### src/rtl/multi_pulse_detector.sv
// multi_pulse_detector: per-channel high-run length classifier with a saturating count of in-window pulses
module multi_pulse_detector #(
    parameter int N_CH = 4,
    parameter int MAX_LEN = 15,
    parameter int TOT_W = 16,
    localparam int CNT_W = $clog2(MAX_LEN + 2)
) (
    input  logic             clk,
    input  logic             rst,
    input  logic [N_CH-1:0]  a,
    input  logic [N_CH-1:0]  en,
    input  logic [CNT_W-1:0] len_min,
    input  logic [CNT_W-1:0] len_max,
    output logic [N_CH-1:0]  rise,
    output logic [N_CH-1:0]  fall,
    output logic [N_CH-1:0]  pulse_ok,
    output logic [N_CH-1:0]  pulse_bad,
    output logic [TOT_W-1:0] pulse_total
);
    typedef enum logic [1:0] {ARM, LOW, HIGH} state_t;
    localparam logic [CNT_W-1:0] SAT = CNT_W'(MAX_LEN + 1);
    localparam int PW = $clog2(N_CH + 1);
    localparam int SW = TOT_W + PW + 1;
    localparam logic [TOT_W-1:0] TOT_MAX = {TOT_W{1'b1}};
    state_t state [N_CH];
    state_t state_nx [N_CH];
    logic [CNT_W-1:0] cnt [N_CH];
    logic [CNT_W-1:0] cnt_nx [N_CH];
    logic [CNT_W-1:0] lo;
    logic [PW-1:0] pc;
    logic [SW-1:0] sum;
    assign lo = len_min == '0 ? CNT_W'(1) : len_min;
    // a saturated cnt is MAX_LEN+1, so it always lands above any len_max <= MAX_LEN
    for (genvar g = 0; g < N_CH; g++) begin : g_ch
        assign rise[g] = ~rst & en[g] & a[g] & (state[g] == LOW);
        assign fall[g] = ~rst & en[g] & ~a[g] & (state[g] == HIGH);
        assign pulse_ok[g] = fall[g] & (cnt[g] >= lo) & (cnt[g] <= len_max);
        assign pulse_bad[g] = fall[g] & ~pulse_ok[g];
    end
    always_comb begin
        for (int i = 0; i < N_CH; i++) begin
            state_nx[i] = state[i];
            cnt_nx[i] = cnt[i];
            if (!en[i]) begin
                state_nx[i] = ARM;
                cnt_nx[i] = '0;
            end else begin
                case (state[i])
                    ARM: state_nx[i] = a[i] ? ARM : LOW;
                    LOW: begin
                        state_nx[i] = a[i] ? HIGH : LOW;
                        cnt_nx[i] = a[i] ? CNT_W'(1) : '0;
                    end
                    HIGH: begin
                        state_nx[i] = a[i] ? HIGH : LOW;
                        cnt_nx[i] = !a[i] ? '0 : (cnt[i] == SAT ? SAT : cnt[i] + CNT_W'(1));
                    end
                    default: begin
                        state_nx[i] = ARM;
                        cnt_nx[i] = '0;
                    end
                endcase
            end
        end
    end
    always_comb begin
        pc = '0;
        for (int i = 0; i < N_CH; i++) pc = pc + PW'(pulse_ok[i]);
        sum = SW'(pulse_total) + SW'(pc);
    end
    always_ff @(posedge clk) begin
        if (rst) begin
            for (int i = 0; i < N_CH; i++) begin
                state[i] <= ARM;
                cnt[i] <= '0;
            end
            pulse_total <= '0;
        end else begin
            for (int i = 0; i < N_CH; i++) begin
                state[i] <= state_nx[i];
                cnt[i] <= cnt_nx[i];
            end
            pulse_total <= sum > SW'(TOT_MAX) ? TOT_MAX : sum[TOT_W-1:0];
        end
    end
endmodule

### config.mk
export PLATFORM = sky130hd
export DESIGN_NAME = multi_pulse_detector
export DESIGN_NICKNAME = d
export VERILOG_FILES = /design/src/rtl/multi_pulse_detector.sv
export SDC_FILE = /design/constraint.sdc
export NUM_CORES = 1
export LEC_CHECK = 0
export ABC_AREA = 1
export BUFFER_PORTS_ARGS = -buffer_cell sky130_fd_sc_hd__buf_4
export CORE_UTILIZATION = 30
export DETAILED_ROUTE_END_ITERATION = 7
export SETUP_SLACK_MARGIN = 0.5
export SLEW_MARGIN = 25
export SYNTH_ARGS = -nofsm -noshare
export SYNTH_HDL_FRONTEND = slang
export SYNTH_SLANG_ARGS = --single-unit
### constraint.sdc
create_clock -name clk -period 3.8 [get_ports clk]
set_input_delay 0.19 -clock clk [delete_from_list [all_inputs] [get_ports clk]]
set_output_delay 0.19 -clock clk [all_outputs]
set_load 0.05 [all_outputs]
# --- Word level (Yosys, flattened, before mapping) ---
# Memories as Yosys holds them, arrays and structs flattened.
# Index checks and enable logic that the tools add are counted.
# W data, S select, Z words.
classes:
  addsub: 8
  magnitude_cmp: 9
  eq_ne: 12
  muxes: 49
  n_bitwise: 49
  reduce_logical: 9
op_table:
  columns: ["op", "n"]
  rows:
  - ["$mux W5", 17]
  - ["$pmux W5 S3", 4]
  - ["$and A1 B1 Y1", 32]
  - ["$mux W2", 12]
  - ["$add A5 B1 Y5 const B", 4]
  - ["$eq A5 B5 Y1 const B", 4]
  - ["$ge A5 B5 Y1", 4]
  - ["$le A5 B5 Y1", 4]
  - ["$add A16 B3 Y17", 1]
  - ["$gt A17 B16 Y1 const B", 1]
  - ["$mux W16", 1]
  - ["$pmux W2 S2", 4]
  - ["$mux W1", 11]
  - ["$not A1 Y1", 9]
  - ["$eq A2 B1 Y1 const B", 4]
  - ["$eq A2 B2 Y1 const B", 4]
  - ["$logic_not A2 Y1", 4]
  - ["$or A1 B1 Y1", 8]
  - ["$reduce_or A2 Y1", 4]
  - ["$logic_not A5 Y1", 1]
  - ["$add A2 B1 Y3", 1]
  - ["$add A3 B1 Y3", 1]
  - ["$add A1 B1 Y2", 1]
totals:
  reg_bits: 16
  ramBits: 28
  inputBits: 20
  wordCells: 139
  n_memories: 2
memory_table:
  columns: ["name", "words", "word_bits", "rd", "rd_ports_with_merged_regs", "write_ports", "line_no", "text"]
  rows:
  - ["cnt", 4, 5, 4, 0, 4, "27", "logic [CNT_W-1:0] cnt [N_CH];"]
  - ["state", 4, 2, 4, 0, 4, "25", "state_t state [N_CH];"]

# --- Longest topological paths before layout ---
# Gate-level depths: netlist of run 1.
logic_depth:
  ltp_word: 12
  mapped_depth: 24

# --- Worst setup path after synthesis of run 1 ---
# Ideal clock, no wire load.
synth_path:
  path_type: "register to register"
  startpoint: "memory state[0][0] in the netlist's numbering"
  endpoint: "register pulse_total[10]"
  arrival_time_ns: 3.865
  required_ns: 3.658
  setup_slack_ns: -0.206
  stages_incl_launch_ff: 17
  path_buffers: 1
  cell_sequence: "dfxtp_1 > inv_1 > ha_1 > inv_1 > nor2_1 > nand2_1 > nor2_1 > fa_1 > inv_1 > fa_1 > inv_1 > fa_1 > nand2_2 > nor2_4 > nand4_4 > buf_6 > a21oi_2"
synth_lines:
  columns: ["element", "line_no", "text"]
  rows:
  - ["start: declaration", "25", null]
  - ["end signal: assignment", "83", "pulse_total <= sum > SW'(TOT_MAX) ? TOT_MAX : sum[TOT_W-1:0];"]
  - ["end: declaration", "18", "output logic [TOT_W-1:0] pulse_total"]

==> results of run 1 <==
worst max path at each step:
stage,cells after the start,to,slack [ns],startpoint
after global routing,23,pulse_total[12],0.42,cnt[0][9]
after floorplan,19,pulse_total[10],0.57,len_min[3]
after detailed placement,21,pulse_total[11],0.19,len_min[4]
after CTS,18,pulse_total[12],0.52,cnt[0][17]
final,23,pulse_total[12],0.64,cnt[0][4]
after global placement,21,pulse_total[13],0.24,len_min[3]
per-layer routing:
metal,vias to the layer above,share of wire (%)
met1,1626,46
li1,1840,-
met5,-,0
met4,0,0.74
met3,6,5.0
met2,63,48
sequential cells by signal, indices dropped and copies added (netlist names):
register     flops
state            8
cnt             20
pulse_total     16
area by class of cell:
cell class,instances,area [sq um]
Fill cell,1216,7151
Inverter,95,365.4
Sequential cell,44,915.9
Clock buffer,5,125.1
Tap cell,147,183.9
Timing Repair Buffer,74,559.3
Multi-Input combinational cell,378,2711
logic make-up (layout without fill, tap and decap cells):
logic type	count (synthesis)	count (layout)
compound gates	64	64
xor+xnor	14	14
fa+ha+maj	68	68
buf+inv	98	174
flops	44	44
simple gates	232	232
per-stage QoR:
| step | instance area, sq um | instances | hold WS, ns | util (%) | setup slack, ns |
|---|---|---|---|---|---|
| final | 4861 | 743 | 0.1026 | 40.47 | 0.6436 |
| after CTS | 4483 | 727 | 0.09421 | 37.32 | 0.5154 |
| after global routing | 4861 | 743 | 0.1001 | 40.47 | 0.4225 |
| after floorplan | 3745 | 520 | 0.2524 | - | 0.5721 |
| after detailed placement | 4308 | 717 | 0.3953 | 35.86 | 0.1872 |
| after global placement | 4308 | 717 | 0.3944 | 35.86 | 0.2403 |
report_power, final:
group	internal (mW)	leakage (nW)	switching, mW
sequential	0.460	0.364	0.00315
clock	0.232	0.0616	0.163
combinational	0.0539	1.84	0.0807
placed cells by master (no fill, tap or decap), drive strengths merged:
cell      count
or2           1
xor2          7
a31oi         4
o211a         1
nand3b        1
a21boi        3
clkinv        1
dfxtp        44
nand2       111
buf          74
clkbuf        5
a41oi         1
o21bai        2
inv          92
clkinvlp      2
nor2         58
nor3         14
o21ai        10
a21oi        38
a41o          1
nand3        27
ha           65
xnor2         7
o21a          4
fa            3
nand4        18
nor4          2
critical path, delay by kind of cell (launching register included):
| family | cells | cell delay (ns) |
|---|---|---|
| adders and majority gates | 4 | 1.35 |
| buffers and inverters | 4 | 0.24 |
| DFF | 1 | 0.36 |
| and+or+nand+nor | 15 | 1.12 |
timing repair:
item,in CTS,in global routing
buffers inserted,5,16
setup endpoints to repair,16,16
pin swaps,2,10
hold buffers,0,0
gates resized for setup,6,62
==> summary.md, run 1 <==
| Metric | Value |
|---|---|
| Status | `finished clean` |
| Post-synth top cells | `102 x nand2_1, 93 x inv_1, 65 x ha_1` |
| Total power | `993.3 uW` |
| Hold Crit Start | `a[1]` |
| Post-synth top area share | `23.76%` |
| Largest family of logic cells by synthesized area | `simple AND/OR/NAND/NOR gates` |
| DR vias/cell | `4.758` |
| CP Cell Sequence | `ha_4, nand2_2, inv_2, nand2_1, nor2_1, nor2_1, nand2_1, nand2_2, inv_2, nor2_4, fa_1, inv_1, fa_2, inv_2, fa_2, nand2_4, nor2_4, nand3_2, nor2_4, nand2_2, nand2_1, nand2_1, nor2_1` |
| CTS root buffer | `clkbuf_16` |
| Fmax | `316.8 MHz` |
| Total GRT Usage | `14.42%` |
| Antenna Nets Post-Route | `0` |
| Worst reg2reg path depth | `23` |
| Post-synthesis adder-cell area fraction | `23.56%` |
| Startpoint class of the critical path | `flip-flop` |
| Post-DP HPWL | `7149 um` |
| Row count | `40` |
| Share of cells above drive strength 1 | `28.86%` |
| Syn Inst Count | `520` |
| Leak | `2.261 nW` |
| Worst Path Max Fanout | `3` |
| R2R Path End | `pulse_total[12]` |
| Post-synth top flop | `dfxtp_1` |
| Max-slew headroom | `71.24%` |
| Met1 Resource Use GR | `18.32%` |
| Port Buf Inserts | `51` |
| Crit-path slowest cell | `fa_1` |
| VDD IR max | `0.1681 mV` |
| Nets@finish | `686` |
| Die Width | `113.2 um` |
| CTS tree | `done` |
| Hold Path Stages | `2` |
| Clk Latency, worst-skew pair | `0.28 ns` |
| PD cells | `204.4 nW/um^2` |
| 1st-iter DRT viols | `139` |
| First-pass GRT wire length | `14940 um` |
| DRC | `0` |
| Min Tclk post-route | `3.156 ns` |
| WL/cell | `12.54 um` |
| Compound-cell area share of the yosys netlist | `10.87%` |
| Die area | `12810 sq um` |
| Hold WC Path Type | `primary input to flip-flop` |
| Post-synth cell types | `37` |
| Final Max Tran Viols | `0` |
| Max Cap Violations | `0` |
| RSZ-0062 raised after global routing | `true` |
| Clock tree buffer depth | `2` |
| Total gr overflow | `0` |
| Area of the mapped netlist | `3707 sq um` |
| Post-route setup TNS | `0 ns` |
| Crit Path Class | `flip-flop to flip-flop` |
| Clock transition at the registers of the reported paths | `0.06 ns` |
| Crit end category | `flip-flop` |
| Warnings, synthesis | `0` |
| Core Region | `12010 sq um` |
| Critical R2R Launch | `cnt[0][4]` |
| Top-count cell post-synth | `nand2_1` |
| GPL Wtd Cong | `0.8454` |
| Drt pass-1 iters | `4` |
| Vias in the first global route | `3280` |
| # setup viols final | `0` |
| Simple-gate share of the synthesized area | `28.35%` |
| Syn Area/Cell | `7.129 sq um` |
| Synthesis-to-layout area growth | `31.12%` |
| Met3 track demand over resource | `3.321%` |
| Main area contributors after synthesis | `dfxtp_1 24%, ha_1 22%, nand2_1 10%` |
| Post-Synth XOR/XNOR Area | `3.307%` |
| Hold EP | `state[1][0]` |
| Worst Tran Pin Value | `0.4309 ns` |
| GR peak layer | `met2` |
| GR met2 Demand/Resource | `24.66%` |
| Largest net degree at the start of global routing | `12` |
| Most used cell, CP | `nand2_1` |
| Post-synth top area cell | `dfxtp_1` |
| Req. time, crit path | `4.02 ns` |
| CTS Buf Count | `5` |
| EDFF count, synth | `0` |
| Flops & latches, synth | `44` |
| Initial antenna violation count | `0` |
| Seq/Total Area, Yosys | `23.76%` |
| CP arrival | `3.38 ns` |
| Slowest stage delay, CP | `0.53 ns` |
| R2r setup slk | `0.64 ns` |
| Die H | `113.2 um` |
| Wirelength, routed | `9319 um` |
| Fin. Hold Viols | `0` |
| Via count | `3535` |
| Ant diodes | `0` |
| Multiplexer share of the synthesized area | `0%` |
| Post-synth ARST share | `0%` |
| Syn_nets | `608` |
| H-tree depth | `2` |
| Setup Skew | `0.004693 ns` |
| CTS sink count | `44` |
| Period Utilization, post-route | `83.06%` |
| Starting Density | `30.86%` |
| IO Count | `52` |
(Power assumes the default switching activity.)
==> run 2: changes to the inputs <==
Clock period 3.8 ns to 2.79 ns, I/O delays scaled along.
==> summary.md, run 2 (synthesis results as in run 1) <==
| Metric | Value |
|---|---|
| Status | `finished with violations (was finished clean)` |
| Failing checks | `negative setup slack` |
| RSZ-0062 raised after global routing | `true (unchanged)` |
| CTS hold repair buffers | `0 (unchanged)` |
| Starting Density | `30.86% (unchanged)` |
| Wirelength, routed | `9758 um (was 9319 um)` |
| Vias in the first global route | `3631 (was 3280)` |
| Total gr overflow | `0 (unchanged)` |
| Hold WC Path Type | `primary input to flip-flop (unchanged)` |
| Hold EP | `state[1][0] (unchanged)` |
| CTS tree | `done (unchanged)` |
| DRC | `0 (unchanged)` |
| Total area of sequential cells | `899.6 sq um (was 915.9 sq um)` |
| # setup viols final | `16 (was 0)` |
| Fmax | `319.8 MHz (was 316.8 MHz)` |
| Die Width | `113.2 um (unchanged)` |
| IO Count | `52 (unchanged)` |
| DR vias/cell | `4.612 (was 4.758)` |
| Hold Crit Start | `a[1] (unchanged)` |
| Crit end category | `flip-flop (unchanged)` |
| Crit Path Class | `flip-flop to flip-flop (unchanged)` |
| Max reg flops | `20 (unchanged)` |
| Hold Path Stages | `2 (unchanged)` |
| Top Registers | `cnt x20, pulse_total x16, state x8 (unchanged)` |
| Initial antenna violation count | `0 (unchanged)` |
| VDD IR max | `0.2011 mV (was 0.1681 mV)` |
| GPL Wtd Cong | `0.8356 (was 0.8454)` |
| Max-slew headroom | `76.38% (was 71.24%)` |
| Clock transition at the registers of the reported paths | `0.06 ns (about the same)` |
| Fin. Hold Viols | `0 (unchanged)` |
| Area of the multi-input gates | `2746 sq um (was 2711 sq um)` |
| Ant diodes | `0 (unchanged)` |
| Setup Skew | `0.003645 ns (was 0.004693 ns)` |
| Core Util, Final | `44.85% (was 40.47%)` |
| Final worst-path setup slack | `-0.3365 ns (was 0.6436 ns)` |
| Biggest register | `cnt (unchanged)` |
| Req. time, crit path | `2.96 ns (was 4.02 ns)` |
| Dpl cells | `789 (was 717)` |
| Period Utilization, post-route | `112.1% (was 83.06%)` |
| Commonest cells after routing, fill and taps aside | `127 x buf_4, 91 x nand2_1, 75 x inv_1 (was 93 x nand2_1, 81 x inv_1, 73 x buf_4)` |
| Nets@finish | `742 (was 686)` |
| Critical R2R Launch | `cnt[0][4] (unchanged)` |
| Max Cap Violations | `0 (unchanged)` |
| Synthesis-to-layout area growth | `45.33% (was 31.12%)` |
| Final Max Tran Viols | `0 (unchanged)` |
| Startpoint class of the critical path | `flip-flop (unchanged)` |
| PD cells | `274.3 nW/um^2 (was 204.4 nW/um^2)` |
| Drt pass-1 iters | `4 (unchanged)` |
| Min Tclk post-route | `3.127 ns (was 3.156 ns)` |
| Worst reg2reg path depth | `21 (was 23)` |
| Post-DP HPWL | `7897 um (was 7149 um)` |
| Die area | `12810 sq um (unchanged)` |
| CP arrival | `3.30 ns (was 3.38 ns)` |
| Clk Latency, worst-skew pair | `0.29 ns (was 0.28 ns)` |
| CTS root buffer | `clkbuf_16 (unchanged)` |
| Via count | `3694 (was 3535)` |
| Total GRT Usage | `15.88% (was 14.42%)` |
| Share of cells above drive strength 1 | `36.70% (was 28.86%)` |
| Worst Hold Slack | `0.03815 ns (was 0.1026 ns)` |
| Leak | `2.597 nW (was 2.261 nW)` |
| R2R Path End | `pulse_total[4] (was pulse_total[12])` |
| Worst Path Max Fanout | `3 (unchanged)` |
| CTS sink count | `44 (unchanged)` |
| WL/cell | `12.18 um (was 12.54 um)` |
| R2r setup slk | `-0.34 ns (was 0.64 ns)` |
| Port Buf Inserts | `51 (unchanged)` |
| CTS Buf Count | `5 (unchanged)` |
| Worst Tran Pin Value | `0.3538 ns (was 0.4309 ns)` |
| 1st-iter DRT viols | `94 (was 139)` |
| First-pass GRT wire length | `16390 um (was 14940 um)` |
| H-tree depth | `2 (unchanged)` |
| Fin cells | `801 (was 743)` |
| Fillers | `1189 (was 1216)` |
| Row count | `40 (unchanged)` |
| Clock tree buffer depth | `2 (unchanged)` |
| Antenna Nets Post-Route | `0 (unchanged)` |
| Most common cell after layout, fill and taps aside | `buf_4 (was nand2_1)` |
| Core Region | `12010 sq um (unchanged)` |
| Largest net degree at the start of global routing | `13 (was 12)` |
| Die H | `113.2 um (unchanged)` |
[run 2: worst max path at each step]
stage                          start              end  slack (ns)
final                      cnt[0][4]   pulse_total[4]       -0.34
after global routing      cnt[0][18]   pulse_total[4]       -0.47
after CTS                  cnt[0][4]   pulse_total[4]       -0.34
after detailed placement  len_min[1]  pulse_total[12]       -0.52
after global placement    len_min[1]  pulse_total[12]       -0.48
after floorplan           len_min[1]  pulse_total[12]       -0.32
[run 2: metrics by stage]
stage | total power, mW | instance area (sq um) | worst slack (ns) | TNS [ns]
finish | 1.478 | 5388 | -0.3365 | -4.807
global route | 1.556 | 5388 | -0.4708 | -7.213
CTS | 1.493 | 5338 | -0.3397 | -5.090
detailed placement | 0.8636 | 5105 | -0.5217 | -7.119
global placement | 0.8579 | 5105 | -0.4770 | -6.628
floorplan | 0.7611 | 3993 | -0.3177 | -3.868
[run 2: cell type report]
| class | instances | share of cell area (%) |
|---|---|---|
| repair buffers | 130 | 18.74 |
| multi-input cells | 378 | 50.98 |
| flip-flops and latches | 44 | 16.70 |
| inverters | 95 | 7.339 |
| well taps | 147 | 3.414 |
| clock buffers | 7 | 2.833 |
[run 2: power by group]
part | switching [mW] | internal [mW]
clock | 0.248 | 0.376
combinational | 0.120 | 0.0995
sequential | 0.00312 | 0.631
total | 0.371 | 1.11
[run 2: worst max-delay path, cell delays in order, from the launching register on]
cell     delay (ns)
dfxtp_4        0.37
ha_4           0.28
nand2_2        0.06
inv_2          0.05
nand2_1        0.04
nor2_1         0.10
nor2_1         0.06
nand2_1        0.07
nand2_2        0.06
inv_2          0.06
nor2_4         0.04
fa_1           0.51
inv_2          0.04
fa_2           0.34
inv_2          0.07
fa_2           0.23
nand2_4        0.07
nor2_4         0.13
buf_4          0.14
buf_4          0.11
xnor2_2        0.11
a21oi_2        0.08
[run 2: per-layer routing]
metal	track usage (%)	routed length (um)
met5	0	0
met1	19.48	4468
met3	2.625	281
met2	28.22	4816
met4	5.000	192
[run 2: what timing repair did]
item,in CTS,in global routing
setup buffers,4,0
resized for setup,11,12
setup endpoints to repair,16,18
pin swaps,14,9
gates cloned,1,0
